### src/rtl/issue_stage_if.sv
// -----------------------------------------------------------------------------
// issue_stage_if
//   Decoupled "decoded" instruction channel from the issue stage to the
//   execution units. The sender (master) presents a registered instruction with
//   its operands and holds it until the receiver (slave) raises ready.
//
//   Signals
//     valid    : instruction presented (master -> slave)
//     ready    : receiver accepts this cycle (slave -> master)
//     op       : instr opcode[6:2]
//     rd       : destination register index
//     funct3   : funct3 field
//     imm      : sign-extended immediate
//     rs1_val  : source operand 1
//     rs2_val  : source operand 2
// -----------------------------------------------------------------------------
interface issue_stage_if #(
    parameter int XLEN = 32,
    parameter int RW   = 5
);
    logic            valid;
    logic            ready;
    logic [4:0]      op;
    logic [RW-1:0]   rd;
    logic [2:0]      funct3;
    logic [XLEN-1:0] imm;
    logic [XLEN-1:0] rs1_val;
    logic [XLEN-1:0] rs2_val;

    modport master (
        output valid, op, rd, funct3, imm, rs1_val, rs2_val,
        input  ready
    );

    modport slave (
        input  valid, op, rd, funct3, imm, rs1_val, rs2_val,
        output ready
    );
endinterface

### src/rtl/issue_stage.sv
// -----------------------------------------------------------------------------
// issue_stage
//   Accepts decoded RV32I instructions, reads operands from the register file
//   (forwarding from the writeback bus), tracks outstanding destinations in a
//   scoreboard, stalls on RAW/WAW hazards and presents one registered
//   instruction per cycle on the decoded channel to exec.
//
//   Ports
//     clk, rst            : clock; asynchronous active-low reset
//     flush               : drop the buffered (not yet handed over) instruction
//     in_*                : decoder side, in_valid/in_ready handshake
//     rf_rs*_idx/_val     : combinational register file read ports
//     wb_valid/_rd_idx/_rd_val : writeback bus (regfile writes at this edge)
//     out                 : decoded channel to exec (master side)
//     stall_cycles        : saturating count of cycles with in_valid && !in_ready
// -----------------------------------------------------------------------------
module issue_stage #(
    parameter int  XLEN = 32,
    parameter int  NREG = 32,
    localparam int RW   = $clog2(NREG)
) (
    input  logic             clk,
    input  logic             rst,
    input  logic             flush,

    input  logic             in_valid,
    output logic             in_ready,
    input  logic [4:0]       in_op,
    input  logic [RW-1:0]    in_rd,
    input  logic [RW-1:0]    in_rs1,
    input  logic [RW-1:0]    in_rs2,
    input  logic [2:0]       in_funct3,
    input  logic [XLEN-1:0]  in_imm,
    input  logic             in_uses_rs1,
    input  logic             in_uses_rs2,

    output logic [RW-1:0]    rf_rs1_idx,
    input  logic [XLEN-1:0]  rf_rs1_val,
    output logic [RW-1:0]    rf_rs2_idx,
    input  logic [XLEN-1:0]  rf_rs2_val,

    input  logic             wb_valid,
    input  logic [RW-1:0]    wb_rd_idx,
    input  logic [XLEN-1:0]  wb_rd_val,

    issue_stage_if.master    out,

    output logic [31:0]      stall_cycles
);

    // Output register (single entry)
    logic            out_valid_reg;
    logic [4:0]      out_op_reg;
    logic [RW-1:0]   out_rd_reg;
    logic [2:0]      out_funct3_reg;
    logic [XLEN-1:0] out_imm_reg;
    logic [XLEN-1:0] out_rs1_val_reg;
    logic [XLEN-1:0] out_rs2_val_reg;

    // Scoreboard: one bit per register, set when an instruction is handed to
    // exec and cleared by its writeback.
    logic [NREG-1:0] pending_reg;
    logic [NREG-1:0] pending_next;

    logic [31:0]     stall_cycles_reg;

    logic            slot_free;
    logic            out_fire;
    logic            accept;
    logic            hazard;
    logic [NREG-1:0] busy_vec;
    logic [XLEN-1:0] rs1_operand;
    logic [XLEN-1:0] rs2_operand;

    assign out.valid    = out_valid_reg;
    assign out.op       = out_op_reg;
    assign out.rd       = out_rd_reg;
    assign out.funct3   = out_funct3_reg;
    assign out.imm      = out_imm_reg;
    assign out.rs1_val  = out_rs1_val_reg;
    assign out.rs2_val  = out_rs2_val_reg;
    assign stall_cycles = stall_cycles_reg;

    assign rf_rs1_idx = in_rs1;
    assign rf_rs2_idx = in_rs2;

    assign slot_free = !out_valid_reg || out.ready;
    assign out_fire  = out_valid_reg && out.ready;

    // A register is busy when an issued producer has not written back yet (a
    // writeback landing this cycle counts as done, the value is forwarded), or
    // when the producer is still sitting in the output register. x0 never is.
    generate
        for (genvar gi = 0; gi < NREG; gi++) begin : g_busy
            assign busy_vec[gi] = (gi != 0) &&
                ((pending_reg[gi] && !(wb_valid && wb_rd_idx == RW'(gi))) ||
                 (out_valid_reg && out_rd_reg == RW'(gi)));
        end
    endgenerate

    // The busy(in_rd) term blocks a second write to a register still in flight.
    assign hazard = (in_uses_rs1 && busy_vec[in_rs1]) ||
                    (in_uses_rs2 && busy_vec[in_rs2]) ||
                    busy_vec[in_rd];

    assign in_ready = rst && !flush && slot_free && !hazard;
    assign accept   = in_valid && in_ready;

    function automatic logic [XLEN-1:0] sel_operand(
        input logic [RW-1:0]   idx,
        input logic [XLEN-1:0] rf_val,
        input logic            wbv,
        input logic [RW-1:0]   wbi,
        input logic [XLEN-1:0] wbd
    );
        logic [XLEN-1:0] result;
        if (idx == '0) begin
            result = '0;
        end else if (wbv && wbi == idx) begin
            result = wbd;
        end else begin
            result = rf_val;
        end
        return result;
    endfunction

    assign rs1_operand = sel_operand(in_rs1, rf_rs1_val, wb_valid, wb_rd_idx, wb_rd_val);
    assign rs2_operand = sel_operand(in_rs2, rf_rs2_val, wb_valid, wb_rd_idx, wb_rd_val);

    // Set is applied after clear so a same-index set/clear leaves the bit set.
    // The handshake sets pending even under flush: flush only kills entries
    // exec has not taken.
    always_comb begin
        pending_next = pending_reg;
        if (wb_valid) begin
            pending_next[wb_rd_idx] = 1'b0;
        end
        if (out_fire) begin
            pending_next[out_rd_reg] = 1'b1;
        end
        pending_next[0] = 1'b0;
    end

    always_ff @(posedge clk or negedge rst) begin
        if (!rst) begin
            out_valid_reg    <= 1'b0;
            out_op_reg       <= '0;
            out_rd_reg       <= '0;
            out_funct3_reg   <= '0;
            out_imm_reg      <= '0;
            out_rs1_val_reg  <= '0;
            out_rs2_val_reg  <= '0;
            pending_reg      <= '0;
            stall_cycles_reg <= '0;
        end else begin
            pending_reg <= pending_next;

            // accept implies !flush and a free slot, so the held fields of a
            // stalled handshake are never overwritten.
            if (accept) begin
                out_valid_reg   <= 1'b1;
                out_op_reg      <= in_op;
                out_rd_reg      <= in_rd;
                out_funct3_reg  <= in_funct3;
                out_imm_reg     <= in_imm;
                out_rs1_val_reg <= rs1_operand;
                out_rs2_val_reg <= rs2_operand;
            end else if (flush || out_fire) begin
                out_valid_reg <= 1'b0;
            end

            if (in_valid && !in_ready && !flush && stall_cycles_reg != '1) begin
                stall_cycles_reg <= stall_cycles_reg + 32'd1;
            end
        end
    end

`ifndef SYNTHESIS
    // Decoupled rule: a presented instruction stays put until taken or flushed.
    property p_out_hold;
        @(posedge clk) disable iff (!rst)
        (out_valid_reg && !out.ready && !flush) |=>
            (out_valid_reg && $stable({out_op_reg, out_rd_reg, out_funct3_reg,
                                       out_imm_reg, out_rs1_val_reg, out_rs2_val_reg}));
    endproperty
    a_out_hold: assert property (p_out_hold);
`endif

endmodule

### src/flat_wrapper.sv
// flat-port wrapper written by rule: the top's interface ports become plain ports
module issue_stage_flat 
#(
    parameter int  XLEN = 32,
    parameter int  NREG = 32,
    localparam int RW   = $clog2(NREG)
)
  (clk, rst, flush, in_valid, in_ready, in_op, in_rd, in_rs1, in_rs2, in_funct3, in_imm, in_uses_rs1, in_uses_rs2, rf_rs1_idx, rf_rs1_val, rf_rs2_idx, rf_rs2_val, wb_valid, wb_rd_idx, wb_rd_val, stall_cycles, out_valid, out_op, out_rd, out_funct3, out_imm, out_rs1_val, out_rs2_val, out_ready);
  issue_stage_if #(.XLEN(XLEN), .RW(5)) out_i ();
  input  logic clk;
  input  logic rst;
  input  logic flush;
  input  logic in_valid;
  output logic in_ready;
  input  logic [4:0] in_op;
  input  logic [RW-1:0] in_rd;
  input  logic [RW-1:0] in_rs1;
  input  logic [RW-1:0] in_rs2;
  input  logic [2:0] in_funct3;
  input  logic [XLEN-1:0] in_imm;
  input  logic in_uses_rs1;
  input  logic in_uses_rs2;
  output logic [RW-1:0] rf_rs1_idx;
  input  logic [XLEN-1:0] rf_rs1_val;
  output logic [RW-1:0] rf_rs2_idx;
  input  logic [XLEN-1:0] rf_rs2_val;
  input  logic wb_valid;
  input  logic [RW-1:0] wb_rd_idx;
  input  logic [XLEN-1:0] wb_rd_val;
  output logic [31:0] stall_cycles;
  output wire logic [$bits(out_i.valid)-1:0] out_valid;
  output wire logic [$bits(out_i.op)-1:0] out_op;
  output wire logic [$bits(out_i.rd)-1:0] out_rd;
  output wire logic [$bits(out_i.funct3)-1:0] out_funct3;
  output wire logic [$bits(out_i.imm)-1:0] out_imm;
  output wire logic [$bits(out_i.rs1_val)-1:0] out_rs1_val;
  output wire logic [$bits(out_i.rs2_val)-1:0] out_rs2_val;
  input wire logic [$bits(out_i.ready)-1:0] out_ready;
  assign out_valid = out_i.valid;
  assign out_op = out_i.op;
  assign out_rd = out_i.rd;
  assign out_funct3 = out_i.funct3;
  assign out_imm = out_i.imm;
  assign out_rs1_val = out_i.rs1_val;
  assign out_rs2_val = out_i.rs2_val;
  assign out_i.ready = out_ready;
  issue_stage #(.XLEN(XLEN), .NREG(NREG)) u_core (.clk(clk), .rst(rst), .flush(flush), .in_valid(in_valid), .in_ready(in_ready), .in_op(in_op), .in_rd(in_rd), .in_rs1(in_rs1), .in_rs2(in_rs2), .in_funct3(in_funct3), .in_imm(in_imm), .in_uses_rs1(in_uses_rs1), .in_uses_rs2(in_uses_rs2), .rf_rs1_idx(rf_rs1_idx), .rf_rs1_val(rf_rs1_val), .rf_rs2_idx(rf_rs2_idx), .rf_rs2_val(rf_rs2_val), .wb_valid(wb_valid), .wb_rd_idx(wb_rd_idx), .wb_rd_val(wb_rd_val), .out(out_i), .stall_cycles(stall_cycles));
endmodule
### config.mk
export PLATFORM = sky130hd
export DESIGN_NAME = issue_stage_flat
export DESIGN_NICKNAME = d
export VERILOG_FILES = /design/src/rtl/issue_stage_if.sv /design/src/rtl/issue_stage.sv /design/src/flat_wrapper.sv
export SDC_FILE = /design/constraint.sdc
export NUM_CORES = 1
export LEC_CHECK = 0
export CAP_MARGIN = 10
export CELL_PAD_IN_SITES_DETAIL_PLACEMENT = 0
export CELL_PAD_IN_SITES_GLOBAL_PLACEMENT = 1
export CORE_ASPECT_RATIO = 1.2
export CORE_MARGIN = 10
export CORE_UTILIZATION = 30
export CTS_CLUSTER_SIZE = 28
export DETAILED_ROUTE_END_ITERATION = 7
export DONT_BUFFER_PORTS = 1
export PLACE_DENSITY = 0.59
export SYNTH_ARGS = -nofsm -noshare
export SYNTH_HDL_FRONTEND = slang
export SYNTH_SLANG_ARGS = --single-unit
export TNS_END_PERCENT = 10
### constraint.sdc
create_clock -name clk -period 4 [get_ports clk]
set_input_delay 0.8 -clock clk [delete_from_list [all_inputs] [get_ports clk]]
set_output_delay 0.8 -clock clk [all_outputs]
set_load 0.005 [all_outputs]
# [Word level (Yosys, flattened, before mapping)]
# Cells that the tools add are included.
[totals] register_bits=173 latchBits=0 ram_bits=0 romBits=0 inputBits=164 out_inout_bits=153 word_cells=283 n_memories=0
[op_classes] n_addsub=1 multipliers=0 n_div=0 order_cmp=7 n_eq_ne=65 shift=0 muxes=18 bitwise=3 n_reduce_logical=180
[op_table] operator="$mux W32" count=6
[op_table] operator="$eq A5 B5 Y1 const B" count=32
[op_table] operator="$logic_and A1 B1 Y1" count=107
[op_table] operator="$eq A5 B4 Y1 const B" count=16
[op_table] operator="$eq A5 B3 Y1 const B" count=8
[op_table] operator="$logic_not A1 Y1" count=35
[op_table] operator="$logic_or A1 B1 Y1" count=35
[op_table] operator="$add A32 B1 Y32 const B" count=1
[op_table] operator="$and A32 B32 Y32" count=1
[op_table] operator="$ne A32 B32 Y1 const B" count=1
[op_table] operator="$not A32 Y32" count=1
[op_table] operator="$or A32 B32 Y32" count=1
[op_table] operator="$lt A5 B6 Y1 const B" count=5
[op_table] operator="$eq A5 B2 Y1 const B" count=4
[op_table] operator="$bmux W1 S5" count=3
[op_table] operator="$demux W1 S5" count=2
[op_table] operator="$eq A5 B1 Y1 const B" count=2
[op_table] operator="$eq A5 B5 Y1" count=2
[op_table] operator="$ge A5 B1 Y1 const B" count=2
[op_table] operator="$logic_not A5 Y1" count=2
[op_table] operator="$mux W1" count=7
[op_table] operator="$reduce_bool A2 Y1" count=1

# [Logic depth before layout (Yosys ltp)]
[logic_depth] word_depth=16 mapped_depth=14

# [Worst setup path after synthesis]
# OpenSTA, ideal clock, no wires.
[synth_timing] path_kind="input -> register" startpoint="input port wb_rd_idx[4]" endpoint="register u_core.out_rs1_val_reg[14], in the netlist u_core.out.rs1_val[14]" arrival_ps=3592 required_ps=3860 setup_slack_ps=268 cell_stages=14 n_path_buf=4 path_cell_list="buf_2 > nand2b_4 > o21ai_0 > o21ai_0 > mux4_2 > or4b_1 > a211oi_1 > o2111ai_1 > or2_1 > buf_6 > buf_2 > buf_2 > nand2_1 > o31ai_2"
[synth_via] elab_chain_cells=13 word_cells_on_any_way=172
[synth_rtl] element="start, declared" line_no="flat_wrapper.sv:28" source="input logic [RW-1:0] wb_rd_idx;"
[synth_rtl] element="$eq A5 B1 Y1 (tied with other cells)" line_no="issue_stage.sv:96" source="((pending_reg[gi] && !(wb_valid && wb_rd_idx == RW'(gi))) ||"
[synth_rtl] element="$logic_and A1 B1 Y1" line_no="issue_stage.sv:96"
[synth_rtl] element="$logic_not A1 Y1" line_no="issue_stage.sv:96"
[synth_rtl] element="$logic_and A1 B1 Y1" line_no="issue_stage.sv:96"
[synth_rtl] element="$logic_or A1 B1 Y1" line_no="issue_stage.sv:96"
[synth_rtl] element="$bmux W1 S5 (on tied branches)" line_no="issue_stage.sv:102, issue_stage.sv:103"
[synth_rtl] element="$mux W1 (on tied branches)" line_no="issue_stage.sv:102, issue_stage.sv:103"
[synth_rtl] element="$logic_and A1 B1 Y1 (on tied branches)" line_no="issue_stage.sv:102, issue_stage.sv:103"
[synth_rtl] element="$logic_or A1 B1 Y1" line_no="issue_stage.sv:102" source="assign hazard = (in_uses_rs1 && busy_vec[in_rs1]) ||"
[synth_rtl] element="$logic_or A1 B1 Y1" line_no="issue_stage.sv:103" source="(in_uses_rs2 && busy_vec[in_rs2]) ||"
[synth_rtl] element="$logic_not A1 Y1" line_no="issue_stage.sv:106" source="assign in_ready = rst && !flush && slot_free && !hazard;"
[synth_rtl] element="$logic_and A1 B1 Y1" line_no="issue_stage.sv:106"
[synth_rtl] element="$logic_and A1 B1 Y1" line_no="issue_stage.sv:107" source="assign accept = in_valid && in_ready;"
[synth_rtl] element="end signal, assigned" line_no="issue_stage.sv:166" source="out_rs1_val_reg <= rs1_operand;"
[synth_rtl] element="end, declared" line_no="issue_stage.sv:57" source="logic [XLEN-1:0] out_rs1_val_reg;"
# Parallel ways exist; a longest one is shown, timed or not. The select of a mux whose other input is x is not followed.
# A chain may end at the register's enable or synchronous reset.

# [Final worst setup path]
[layout_timing] startpoint="input port wb_rd_idx[4]" endpoint="output port in_ready"
[layout_via] elab_chain_cells=12 word_cells_on_any_way=167
[layout_rtl] element="$eq A5 B1 Y1 (tied with other cells)" line_no="issue_stage.sv:96"
[layout_rtl] element="$logic_and A1 B1 Y1" line_no="issue_stage.sv:96"
[layout_rtl] element="$logic_not A1 Y1" line_no="issue_stage.sv:96"
[layout_rtl] element="$logic_and A1 B1 Y1" line_no="issue_stage.sv:96"
[layout_rtl] element="$logic_or A1 B1 Y1" line_no="issue_stage.sv:96"
[layout_rtl] element="$bmux W1 S5 (on tied branches)" line_no="issue_stage.sv:102, issue_stage.sv:103"
[layout_rtl] element="$mux W1 (on tied branches)" line_no="issue_stage.sv:102, issue_stage.sv:103"
[layout_rtl] element="$logic_and A1 B1 Y1 (on tied branches)" line_no="issue_stage.sv:102, issue_stage.sv:103"
[layout_rtl] element="$logic_or A1 B1 Y1" line_no="issue_stage.sv:102"
[layout_rtl] element="$logic_or A1 B1 Y1 *" line_no="issue_stage.sv:103"
[layout_rtl] element="$logic_not A1 Y1 *" line_no="issue_stage.sv:106"
[layout_rtl] element="$logic_and A1 B1 Y1 *" line_no="issue_stage.sv:106"
[layout_rtl] element="end, declared" line_no="flat_wrapper.sv:14" source="output logic in_ready;"
# Every way passes the cells marked *; elsewhere a longest branch is shown, timed or not. The select of a mux whose other input is x is not followed.

==> impl_metrics.prom <==
# TYPE chip_impl_metric gauge
chip_impl_metric{name="gp_congestion",unit=""} 0.893
chip_impl_metric{name="postCtsHoldBufs",unit=""} 0
chip_impl_metric{name="max-clock-path-buffers",unit=""} 2
chip_impl_metric{name="finalCritPeriodShare",unit="%"} 95.6
chip_impl_info{name="ys_top_cells_by_area",value="sky130_fd_sc_hd__dfrtp_1 45%, sky130_fd_sc_hd__mux2i_1 7.2%, sky130_fd_sc_hd__o31ai_2 6.3%"} 1
chip_impl_metric{name="number_of_i_o_port_buffers",unit=""} 0
chip_impl_metric{name="first_pass_grt_wire_length",unit="µm"} 52100
chip_impl_metric{name="wire_per_inst",unit="µm"} 26.1
chip_impl_metric{name="drive_gt1_share",unit="%"} 23.0
chip_impl_metric{name="cts_inserted_buffers",unit=""} 17
chip_impl_metric{name="critical_path_at",unit="ns"} 3.02
chip_impl_metric{name="synth-simple-area-share",unit="%"} 14.5
chip_impl_metric{name="synth.top_cell.area_share",unit="%"} 45.3
chip_impl_metric{name="timing.max_cap.violations",unit=""} 0
chip_impl_info{name="ctsRootBufferMaster",value="sky130_fd_sc_hd__clkbuf_16"} 1
chip_impl_info{name="min-delay-path-class",value="input pin to async pin"} 1
chip_impl_metric{name="yosysUniqueCellTypes",unit=""} 61
chip_impl_metric{name="number_of_h_tree_levels",unit=""} 4
chip_impl_metric{name="number_of_antenna_violations_at_the_first_check_in_global_routing",unit=""} 2
chip_impl_metric{name="report.final.setup_viol",unit=""} 0
chip_impl_metric{name="routed-via-count",unit=""} 7363
chip_impl_metric{name="number_of_global_route_vias_before_repair",unit=""} 7744
chip_impl_metric{name="final_nets",unit=""} 1083
chip_impl_metric{name="final_cell_count_no_fill",unit=""} 1333
chip_impl_metric{name="ir_worst_vdd",unit="mV"} 0.323
chip_impl_info{name="status",value="finished, final reports clean"} 1
chip_impl_metric{name="cts.reportedPaths.clkPinSlew",unit="ns"} 0.07
chip_impl_info{name="tritoncts",value="done"} 1
chip_impl_metric{name="clock.fmax",unit="GHz"} 0.261
chip_impl_metric{name="globalRouteOverflowTotal",unit=""} 0
chip_impl_info{name="launching_point_of_the_worst_reg2reg_path",value="u_core.out.rd[2]"} 1
chip_impl_metric{name="detail_route.drc_violations",unit=""} 0
chip_impl_metric{name="die_x",unit="µm"} 183
chip_impl_metric{name="timing_hold_violations_final",unit=""} 0
chip_impl_metric{name="synth_sequential_area_ratio",unit="%"} 45.3
chip_impl_metric{name="power_density",unit="nW/µm²"} 572
chip_impl_info{name="critical-path-top-delay-family",value="simple AND/OR/NAND/NOR gates"} 1
chip_impl_metric{name="regToRegSetupSlack",unit="ns"} 0.41
chip_impl_metric{name="ioPinCount",unit=""} 317
chip_impl_info{name="crit_path_cell_trace",value="nand4bb_4 -> o31ai_4 -> nand2_1 -> mux4_2 -> or4b_1 -> a211oi_2 -> o2111ai_2 -> inv_2"} 1
chip_impl_metric{name="postSynthCellCount",unit=""} 915
chip_impl_metric{name="clkSinkCount",unit=""} 173
chip_impl_metric{name="synth_compound_area_share",unit="%"} 17.5
chip_impl_metric{name="mux_contribution_to_synthesized_area",unit="%"} 13.7
chip_impl_metric{name="synth_net_count",unit=""} 1080
chip_impl_metric{name="post_route_antenna_net_violation_count",unit=""} 0
chip_impl_metric{name="global_route.usage.total",unit="%"} 17.1
chip_impl_info{name="layout_common_cells",value="170 x sky130_fd_sc_hd__dfrtp_1, 112 x sky130_fd_sc_hd__nand2_1, 74 x sky130_fd_sc_hd__o21ai_0"} 1
chip_impl_metric{name="post_synthesis_area_per_instance",unit="µm²"} 10.4
chip_impl_info{name="dominantRegCellSynth",value="sky130_fd_sc_hd__dfrtp_1"} 1
chip_impl_metric{name="max-slew-margin-rel",unit="%"} 34.2
chip_impl_metric{name="critPathMaxStageDelay",unit="ns"} 0.50
chip_impl_metric{name="area_growth",unit="%"} 13.7
chip_impl_metric{name="std_cell_rows",unit=""} 71
chip_impl_metric{name="dieArea",unit="µm²"} 39400
chip_impl_metric{name="ys_ff_latch",unit=""} 173
chip_impl_info{name="ws_path_type",value="input pin to output pin"} 1
chip_impl_metric{name="hpwl",unit="µm"} 26400
chip_impl_metric{name="floorplan.initialDensity",unit="%"} 30.5
chip_impl_metric{name="dieHeight",unit="µm"} 215
chip_impl_metric{name="clock_insertion_delay_worst_skew",unit="ns"} 0.43
chip_impl_metric{name="crit_fanout",unit=""} 11
chip_impl_metric{name="drtPass1Iterations",unit=""} 5
chip_impl_info{name="synth_top_family_by_area",value="compound AO/OA/AOI/OAI gates"} 1
chip_impl_metric{name="worstPathRequired",unit="ns"} 3.20
chip_impl_metric{name="vias_per_cell",unit=""} 5.52
chip_impl_info{name="timing.critical_path.from_type",value="input pin"} 1
chip_impl_metric{name="cell_area_after_technology_mapping",unit="µm²"} 9550
chip_impl_metric{name="timing.setup.tns",unit="ns"} 0
chip_impl_metric{name="layout.cell_area.non_filler",unit="µm²"} 10900
chip_impl_info{name="netlist.top_cell.by_area",value="sky130_fd_sc_hd__dfrtp_1"} 1
chip_impl_metric{name="worstMarginPinSlew",unit="ns"} 0.987
chip_impl_metric{name="final.setup_skew",unit="ns"} 0.0136
chip_impl_metric{name="path_buf_inv",unit=""} 1
chip_impl_info{name="rsz0062_at_grt",value="no"} 1
chip_impl_metric{name="synth_fa_ha_area_share",unit="%"} 0.131
chip_impl_metric{name="timing.final.crit_period",unit="ns"} 3.82
chip_impl_info{name="cp-end-kind",value="output pin"} 1
chip_impl_metric{name="grt_start_max_net_pins",unit=""} 175
chip_impl_metric{name="yosys.area_share.xor_xnor",unit="%"} 3.85
chip_impl_metric{name="cell_count_of_the_worst_reg_to_reg_path",unit=""} 10
chip_impl_metric{name="numPlacedInstances",unit=""} 1297
chip_impl_metric{name="async_reset_ff_share",unit="%"} 100
chip_impl_info{name="final_common_cell",value="sky130_fd_sc_hd__dfrtp_1"} 1
chip_impl_metric{name="static-leakage-power",unit="nW"} 4.39
chip_impl_metric{name="drtIter0Drc",unit=""} 640
chip_impl_metric{name="fill_cells",unit=""} 3207
chip_impl_metric{name="placedInstanceArea",unit="µm²"} 10100
chip_impl_metric{name="ys.warnings.count",unit=""} 0
chip_impl_metric{name="number_of_enable_flip_flop_cells_after_synthesis",unit=""} 0
chip_impl_metric{name="route.final.wire_length",unit="µm"} 34700
chip_impl_metric{name="totalPowerFinal",unit="mW"} 6.21
chip_impl_info{name="cp_slowest_cell",value="sky130_fd_sc_hd__or4b_1"} 1
chip_impl_metric{name="floorplan.core_area",unit="µm²"} 31400
chip_impl_info{name="worst_r2r_endpoint",value="u_core.out.op[2]"} 1
chip_impl_metric{name="report.final.slew_viol_count",unit=""} 0
-- where the power goes --
group / leakage (nW) / internal [mW] / switching (mW) / total [mW]
sequential: 2.20 / 2.31 / 0.579 / 2.89
combinational: 1.88 / 0.710 / 0.759 / 1.47
clock: 0.315 / 1.02 / 0.827 / 1.85
total: 4.39 / 4.04 / 2.17 / 6.21
-- synthesized netlist by cell type (20+ instances only) --
cell type,n
sky130_fd_sc_hd__mux2_2,43
sky130_fd_sc_hd__clkbuf_1,39
sky130_fd_sc_hd__nor2_1,20
sky130_fd_sc_hd__and3_1,21
sky130_fd_sc_hd__mux2i_1,69
sky130_fd_sc_hd__xnor2_1,30
sky130_fd_sc_hd__dfrtp_1,173
sky130_fd_sc_hd__o31ai_2,48
sky130_fd_sc_hd__o21ai_0,77
sky130_fd_sc_hd__nand4_1,25
sky130_fd_sc_hd__nand3_1,25
sky130_fd_sc_hd__nand2_1,112
sky130_fd_sc_hd__o31ai_1,21
-- cells by family after synthesis --
| logic type | Yosys count |
|---|---|
| and+or+nand+nor | 269 |
| AOI/OAI and AO/OA | 217 |
| muxes | 118 |
| buffers and inverters | 95 |
| adders and majority gates | 1 |
| xor gates and xnor gates | 42 |
| DFF | 173 |
-- timing repair --
action,in CTS,in global routing
endpoints found under the setup margin,1,1
resized for setup,6,9
buffers inserted,0,3
endpoints found under the hold margin,0,0
pin swaps,1,5
-- area by class of cell --
class	instances	area (µm²)	area share, %
Clock inverter	15	218	2.00
Tap cell	401	502	4.62
Clock buffer	17	425	3.92
Antenna cell	1	2.50	0.0230
Multi-Input combinational cell	647	4810	44.3
Sequential cell	173	4330	39.9
Timing Repair Buffer	62	503	4.63
Inverter	17	63.8	0.588
-- metrics by stage --
| stage | util (%) | hold WS, ns | setup slack, ns |
|---|---|---|---|
| final | 34.6 | 0.0585 | 0.175 |
| after CTS | 34.4 | 0.0374 | 0.0171 |
| after floorplan | - | 0.467 | 0.268 |
| after global placement | 32.3 | 0.510 | -0.121 |
| after global routing | 34.6 | 0.0212 | 0.0101 |
| after detailed placement | 32.3 | 0.509 | -0.165 |
-- worst max path at each step --
stage,to,cells after the start,slack [ns],start
2_1_floorplan,u_core.out.rs1_val[14],14,0.27,wb_rd_idx[4]
3_3_place_gp,u_core.out.op[2],10,-0.12,wb_rd_idx[4]
3_5_place_dp,u_core.out.imm[19],10,-0.17,wb_rd_idx[4]
4_1_cts,in_ready,9,0.02,u_core.out.rd[1]
5_1_grt,in_ready,9,0.01,wb_rd_idx[0]
6_report,in_ready,8,0.18,wb_rd_idx[4]
-- layer usage --
layer / track usage (%) / wire, µm
met3: 5.61 / 2720
met1: 19.6 / 13500
met4: 5.55 / 626
met2: 29.4 / 17900
met5: 0 / 7
(Power assumes the default switching activity.)
